===== src/rtl/down_counter_timer.sv =====
// down_counter_timer: loadable down counter with one-shot/periodic modes, tc pulse and sticky expired flag.
module down_counter_timer #(
  parameter int WIDTH = 8
) (
  input  logic             clk,
  input  logic             reset,
  input  logic             load,
  input  logic [WIDTH-1:0] load_value,
  input  logic             mode,
  input  logic             enable,
  input  logic             stop,
  input  logic             clear,
  output logic [WIDTH-1:0] out,
  output logic             busy,
  output logic             tc,
  output logic             expired
);
  typedef enum logic [1:0] {IDLE, RUN, DONE} state_t;
  state_t state, state_n;
  logic [WIDTH-1:0] out_n, reload_reg, reload_n;
  logic tc_n, expired_n, mode_reg, mode_n;
  always_ff @(posedge clk) begin
    if (reset) begin
      state <= IDLE;
      out <= '0;
      tc <= 1'b0;
      expired <= 1'b0;
      reload_reg <= '0;
      mode_reg <= 1'b0;
    end else begin
      state <= state_n;
      out <= out_n;
      tc <= tc_n;
      expired <= expired_n;
      reload_reg <= reload_n;
      mode_reg <= mode_n;
    end
  end
  // in RUN, out is never 0, so reaching 1 is the terminal step
  always_comb begin
    state_n = state;
    out_n = out;
    tc_n = 1'b0;
    expired_n = expired & ~clear;
    reload_n = reload_reg;
    mode_n = mode_reg;
    if (load) begin
      reload_n = load_value;
      out_n = load_value;
      mode_n = mode;
      expired_n = 1'b0;
      state_n = |load_value ? RUN : IDLE;
    end else if (state == RUN && stop) begin
      state_n = IDLE;
    end else if (state == RUN && enable) begin
      if (out > 1) begin
        out_n = out - 1'b1;
      end else begin
        tc_n = 1'b1;
        expired_n = 1'b1;
        out_n = mode_reg ? reload_reg : '0;
        state_n = mode_reg ? RUN : DONE;
      end
    end
  end
  assign busy = (state == RUN);
endmodule


===== config.mk =====
export PLATFORM = sky130hd
export DESIGN_NAME = down_counter_timer
export DESIGN_NICKNAME = d
export VERILOG_FILES = /design/src/rtl/down_counter_timer.sv
export SDC_FILE = /design/constraint.sdc
export NUM_CORES = 1
export LEC_CHECK = 0
export BUFFER_PORTS_ARGS = -buffer_cell sky130_fd_sc_hd__buf_2
export CAP_MARGIN = 20
export CORE_MARGIN = 5
export CORE_UTILIZATION = 40
export DETAILED_ROUTE_END_ITERATION = 10
export HOLD_SLACK_MARGIN = 0.1
export PLACE_DENSITY = 0.74
export SKIP_LAST_GASP = 1
export SYNTH_ARGS = -nofsm -noshare
export SYNTH_HDL_FRONTEND = slang
export SYNTH_SLANG_ARGS = --single-unit

===== constraint.sdc =====
create_clock -name clk -period 2.3 [get_ports clk]
set_clock_uncertainty 0.1 [all_clocks]
set_input_delay 0.115 -clock clk [delete_from_list [all_inputs] [get_ports clk]]
set_output_delay 0.115 -clock clk [all_outputs]
set_load 0.02 [all_outputs]

# == After elaboration in Yosys (flattened, before gate mapping) ==
# Cells that the tools add are included.
# op_classes
n_reduce_logical,9
eq_ne,3
multipliers,0
shift,0
mux,15
bitwise_logic,3
add_sub_neg,1
div,0
magnitude_cmp,1
# op_table
operator,count
8-bit two-way mux,5
2-bit two-way mux,5
"8-bit by 1-bit greater-than comparator with 1-bit output, second input constant",1
8-bit OR reduction,1
"8-bit by 1-bit subtractor with 8-bit output, second input constant",1
1-bit two-way mux,5
2-bit AND reduction,2
4-bit OR reduction,1
"3-bit inequality test, second input constant",1
3-bit nonzero test,1
"2-bit by 1-bit equality test with 1-bit output, second input constant",1
1-bit logical AND,2
"2-bit inequality test, second input constant",1
1-bit NOT,2
2-bit nonzero test,1
2-bit OR reduction,1
1-bit AND,1
# word_totals
romBits,0
output_inout_bits,11
ram_bits,0
latch_bits,0
word_cells,38
ff_bits,21
input_bits,15
memories,0

# == Logic depth before layout (Yosys ltp) ==
# Gate-level depths: netlist of the first run.
# depth
ltp_word,5
mapped_depth,7
mapped_depth_nobuf,7

# == Worst setup path before layout of the first run ==
# Ideal clock, no wire load.
# synth_timing
path_type,flip-flop to flip-flop
start,reg out[0]
end,reg out[3]
stages_incl_launch_ff,8
arrival_time_ns,1.735
required_ns,2.108
setup_slack_ns,0.373
setup_time_ns,0.092
n_path_buf,0
synth_period_minus_slack_ns,1.927
path_cell_list,dfxtp_1 > inv_1 > ha_1 > nor2_1 > nor3_1 > nor3_1 > a311oi_1 > o32ai_1
# synth_via
elab_chain_cells,5
elab_cells_between_ends,6
classes_between,add/sub: 1; order compare: 1; mux: 4
# synth_rtl
element,line,source
"start, declared",13,"output logic [WIDTH-1:0] out,"
"start signal, assigned",32,out <= out_n;
8-bit by 1-bit subtractor with 8-bit output / 8-bit by 1-bit greater-than comparator with 1-bit output (equally long branches),"57, 56",
8-bit two-way mux (*),56,if (out > 1) begin
8-bit two-way mux (*),55,end else if (state == RUN && enable) begin
8-bit two-way mux (*),53,end else if (state == RUN && stop) begin
8-bit two-way mux (*),47,if (load) begin
# Mark *: on every way between the ends. The rest lies on a longest branch, timed or not. The select of a mux whose other input is x is not followed.
# A chain may end at the register's enable or synchronous reset.

# == Final worst setup path of the first run ==
# Same ends and word-level chain as after synthesis.

==> run metrics, run 1 <==
CTS tree done; H-tree levels 1; # hold bufs at CTS 18; final setup fails 0; final worst path period share 90.3%; Total GRT Usage 15.5%; Initial Utilization 41.8%; worst-margin pin slew 0.467 ns; Routed wire per std cell 14.5 um; first-pass GRT wire length 5.21 mm; core area 2780 um^2; DR iter-0 viols 41; FF/Latch Area 420 um^2; Vias 1,255; WS Path Type reg2reg; IO Count 26; EDFF count, synth 0; max frequency 0.482 GHz; synthesized area per cell 7.80 um^2; max incr delay on CP 0.48 ns; DRT Pass-1 Iters 4; final core occ 53.8%; Final WS setup 0.224 ns; postcts setup bufs 0; max_slew headroom 68.8%; unrepaired setup endpoints after global routing false; layout cell share with drive strength beyond 1 17.6%; Slowest cell on crit path dfxtp_1; WL final 3.17 mm; Synth Area in Compound Gates 20.7%; num rows 19; Final min period 2.08 ns; Seq/Total Area, Yosys 36.2%; Setup crit end kind flop; Cells after Synth 149; Filler cells 239; post_cts resized 0; pwr dens 533 nW/um^2; total negative slack 0 ns; Clock Latency Late Sink 0.32 ns; Worst-path clk slew 0.12 ns; crit-path max FO 8; ranking of synthesized cells by area dfxtp_1, a21oi_1, nand2_1; Yosys warning total 0; Worst setup SP type flop; DPL Wire Length 2.09 mm; CP cell instances inv_1 > ha_1 > nor2_1 > nor3_1 > nor3_1 > a311oi_1 > o32ai_1; pre-CTS setup slack 0.306 ns; initial antenna violation count 0; number of global-route vias before repair 1,149; post-synth top area share 36.2%; Leak 0.630 nW; Post-DRT Antenna Nets 0; DIE WIDTH 63.9 um; most used cell, CP nor3_1; post-synthesis simple-gate area fraction 30.7%; CTS root buf clkbuf_4; fraction of registers with async set/reset 0%; die height 63.9 um; synthesized area 1160 um^2; routed vias/inst 5.73; Peak VDD IR 0.000407 V; Area Overhead vs Synth 28.8%; flops & latches, synth 21; number of CTS-inserted buffers 3; die area 4080 um^2; endpoints failing hold 0; Longest Clk Path Bufs 2; GP Congestion 0.908; input/output buffers 25; ant diodes 0; ys flop type dfxtp_1; max cap viols 0; total gr overflow 0; clk sink count 21; Yosys cell types 40; area leader, netlist dfxtp_1; syn_nets 166; worst min path class in2reg; Layout Nets 206; Max Slew Vio Count 0; largest net degree at the start of global routing 28; hold slack 0.156 ns; Synth Area in XOR/XNOR 0.753%; Worst Path Arrival 2.21 ns; WP data required 2.43 ns; status complete, no violations; Post-Synth Adder-Cell Area 2.15%; multi-input logic area 681 um^2; mux cell area share after synthesis 4.31%; DRC 0; main combinational cell family by area after synthesis simple AND/OR/NAND/NOR gates
layout by cell type (no fill, tap or decap), types with 2 or more instances in the layout:
cell type	n
buf_2	25
dfxtp_1	21
dlygate4sd3_1	18
nand2_1	17
nor2_1	15
a21oi_1	15
nor3_1	9
nand2b_1	6
inv_1	5
mux2i_1	5
nor2b_1	4
a31oi_1	4
o22ai_1	3
o21ai_0	3
nor4_1	3
a211oi_1	3
clkbuf_4	3
or3_1	2
nand3_1	2
nand4_1	2
ha_1	2
cells in the mapped netlist (2+ instances only):
master / number
nor4_1: 3
a211oi_1: 3
a21oi_1: 15
nand4_1: 2
inv_1: 5
nand2b_1: 6
mux2i_1: 5
o22ai_1: 3
nor2_1: 15
dfxtp_1: 21
nand2_1: 17
ha_1: 2
or3_1: 2
nor3_1: 9
a31oi_1: 4
nor2b_1: 4
nand3_1: 2
clkbuf_1: 7
o21ai_0: 3
power breakdown:
part | internal, mW | leakage [nW] | total, mW | switching, mW
registers | 0.383 | 0.173 | 0.411 | 0.0272
logic | 0.0882 | 0.442 | 0.200 | 0.112
clock network | 0.0679 | 0.0150 | 0.188 | 0.120
total | 0.539 | 0.630 | 0.798 | 0.259
path summary, 6_finish.rpt:
check | startpoint | endpoint | slack [ns] | depth (start not counted)
setup / recovery | out[0]$_SDFFE_PP0P_ | out[3]$_SDFFE_PP0P_ | 0.22 | 7
setup reg to reg | out[0]$_SDFFE_PP0P_ | out[3]$_SDFFE_PP0P_ | 0.22 | 7
hold reg to reg | reload_reg[2]$_SDFFE_PP0P_ | reload_reg[2]$_SDFFE_PP0P_ | 0.38 | 2
hold / removal | enable | state[1]$_SDFFE_PP0P_ | 0.16 | 5
final cells by class:
| class | instances | area share [%] |
|---|---|---|
| multi-input cells | 114 | 45.4 |
| flip-flops and latches | 21 | 28.1 |
| repair buffers | 44 | 20.9 |
| well taps | 31 | 2.59 |
| clock buffers | 4 | 1.75 |
| inverters | 5 | 1.25 |
through the flow:
step | instance area (um^2) | instances | power, mW
3_5_place_dp | 1290 | 197 | 0.591
5_1_grt | 1500 | 219 | 0.843
4_1_cts | 1500 | 219 | 0.798
2_1_floorplan | 1160 | 149 | 0.544
6_report | 1500 | 219 | 0.798
3_3_place_gp | 1290 | 197 | 0.587
routing by layer:
layer	share of wire, %	vias up	track usage, %
li1	-	609	-
met1	43	577	20.9
met2	48	62	23.6
met3	7.0	7	2.80
met4	2.0	0	8.05
met5	0	-	0
logic make-up after synthesis:
group                      count (synthesis)
buffers and inverters                     14
muxes                                      5
DFF                                       21
xor gates and xnor gates                   1
adders and majority gates                  2
and+or+nand+nor                           68
AOI/OAI and AO/OA                         38
critical path, delay by kind of cell, from the launching register on:
| kind | cells | cell delay, ns |
|---|---|---|
| AO/OA/AOI/OAI | 2 | 0.36 |
| buffers and inverters | 1 | 0.08 |
| AND/OR/NAND/NOR | 3 | 0.69 |
| flip-flops | 1 | 0.48 |
| adder cells (fa/ha/maj) | 1 | 0.28 |
No activity file was read; power rests on OpenSTA's default activity.
==> inputs of run 2 (changes only) <==
--- a/config.mk
+++ b/config.mk
@@ -9,6 +9,7 @@
 export CAP_MARGIN = 20
 export CORE_MARGIN = 5
 export CORE_UTILIZATION = 40
+export CTS_CLUSTER_SIZE = 20
 export DETAILED_ROUTE_END_ITERATION = 10
 export HOLD_SLACK_MARGIN = 0.1
 export PLACE_DENSITY = 0.74
==> constraint.sdc (replaced) <==
create_clock -name clk -period 2.46 [get_ports clk]
set_clock_uncertainty 0.1 [all_clocks]
set_input_delay 0.123 -clock clk [delete_from_list [all_inputs] [get_ports clk]]
set_output_delay 0.123 -clock clk [all_outputs]
set_load 0.02 [all_outputs]
==> run 2 against run 1 <==
Against the previous run: highest routed layer unchanged; cell count decreased by 3.7%; critical path depth unchanged; via count decreased by 5.2%; clock-buffer cell count unchanged; combinational power decreased by 12%; global-route usage decreased by 0.48 points; die area unchanged; sequential share of layout area increased by 1.5 points; largest power group unchanged; first-iteration DRC count decreased by 32%; worst hold slack got worse by 0.044 ns; total power decreased by 8.8%.
==> run metrics, run 2 (synthesis results as in run 1) <==
routed vias/inst 5.64; final setup fails 0; IO Count 26; postcts setup bufs 0; commonest non-fill, non-tap cell in the layout buf_2; Clock Latency Late Sink 0.30 ns; total negative slack 0 ns; GP Congestion 0.907; DRT Pass-1 Iters 4; Vias 1,190; DIE WIDTH 63.9 um; Clock Power Share 23.1%; num rows 19; total gr overflow 0; worst min path class in2reg; hold endpoint state[0]$_SDFFE_PP0P_; Pwr Total 0.728 mW; number of global-route vias before repair 1,095; most frequent cells in the layout buf_2, dfxtp_1, nand2_1; Longest Clk Path Bufs 2; Post-DRT Antenna Nets 0; WP data required 2.58 ns; die area 4080 um^2; Worst setup SP type flop; DRC 0; worst r2r src out[0]$_SDFFE_PP0P_; Layout Cells excl Fill 211; placed cell count 196; layout cell share with drive strength beyond 1 17.8%; largest net degree at the start of global routing 28; Initial Utilization 41.8%; ant diodes 0; H-tree levels 1; Total GRT Usage 15.1%; reg2reg end out[3]$_SDFFE_PP0P_; WL final 2.99 mm; Peak VDD IR 0.000372 V; first-pass GRT wire length 5.15 mm; Layout Nets 198; cell-internal power 0.496 mW; switch share 32.0%; Max Slew Vio Count 0; initial antenna violation count 0; DPL Wire Length 2.15 mm; WS Path Type reg2reg; number of CTS-inserted buffers 3; max frequency 0.481 GHz; Routed wire per std cell 14.2 um; status complete, no violations; Sw Pwr 0.233 mW; Area Overhead vs Synth 22.2%; input/output buffers 25; Worst Path Arrival 2.19 ns; clk sink count 21; Reg2Reg Depth 7; CTS tree done; Seq pwr share 52.8%; endpoints failing hold 0; worst-margin pin slew 0.526 ns; hold slack 0.112 ns; Filler cells 288; Combinational Power Share 24.1%; unrepaired setup endpoints after global routing false; max_slew headroom 64.9%; # hold bufs at CTS 11; reg2reg setup slack 0.38 ns; max cap viols 0; Worst-path clk slew 0.12 ns; CTS root buf clkbuf_4; crit-path max FO 8; Setup crit end kind flop; pwr dens 513 nW/um^2; post_cts resized 0; DR iter-0 viols 28; Leak 0.584 nW; Hold Path Stages 2; die height 63.9 um; final worst path period share 84.4%; Final min period 2.08 ns; Worst Hold Launch reset; core area 2780 um^2
## run 2: changes by cell type in the layout (fill, tap and decap cells not counted)
| cell | before | now |
|---|---|---|
| buf_4 | 1 | 0 |
| dlygate4sd3_1 | 18 | 11 |
## run 2: worst max-delay path by stage
| stage | startpoint | endpoint | slack (ns) | depth (start not counted) |
|---|---|---|---|---|
| after floorplan | out[0]$_SDFFE_PP0P_ | out[3]$_SDFFE_PP0P_ | 0.53 | 7 |
| after global placement | out[0]$_SDFFE_PP0P_ | out[3]$_SDFFE_PP0P_ | 0.57 | 7 |
| after detailed placement | out[0]$_SDFFE_PP0P_ | out[3]$_SDFFE_PP0P_ | 0.41 | 7 |
| after CTS | out[0]$_SDFFE_PP0P_ | out[3]$_SDFFE_PP0P_ | 0.39 | 7 |
| after global routing | out[0]$_SDFFE_PP0P_ | out[3]$_SDFFE_PP0P_ | 0.24 | 7 |
| final | out[0]$_SDFFE_PP0P_ | out[3]$_SDFFE_PP0P_ | 0.38 | 7 |
## run 2: area by class of cell
| class | count | area, um^2 | share of cell area, % |
|---|---|---|---|
| multi-input combinational | 114 | 681 | 47.9 |
| sequential | 21 | 420 | 29.6 |
| inverter | 5 | 18.8 | 1.32 |
| timing repair buffer | 36 | 235 | 16.6 |
| tap | 31 | 38.8 | 2.73 |
| clock buffer | 4 | 26.3 | 1.85 |
## run 2: layer usage
metal | track usage [%] | vias to the layer above | part of all wire (%)
met4 | 3.12 | 0 | 0.60
li1 | - | 599 | -
met3 | 2.28 | 2 | 7.2
met1 | 20.4 | 539 | 44
met2 | 25.3 | 50 | 48
met5 | 0 | - | 0
## run 2: power groups by stage
stage	combinational [mW]	sequential, mW	clock (mW)
2_1_floorplan	0.116	0.392	0
5_1_grt	0.195	0.387	0.193
3_3_place_gp	0.159	0.389	0
6_report	0.176	0.384	0.168
4_1_cts	0.175	0.383	0.171
3_5_place_dp	0.162	0.391	0
## run 2: metrics by stage
stage          setup WS, ns  cell area [um^2]  util (%)
2_1_floorplan         0.533              1160         -
3_3_place_gp          0.570              1280      46.2
3_5_place_dp          0.410              1280      46.2
4_1_cts               0.386              1420      51.1
5_1_grt               0.243              1420      51.1
6_report              0.383              1420      51.1
## run 2: worst max-delay path, cell delays in order, from the launching register on
cell	delay [ns]
dfxtp_1	0.49
inv_1	0.08
ha_1	0.28
nor2_1	0.39
nor3_1	0.13
nor3_1	0.17
a311oi_1	0.07
o32ai_1	0.28
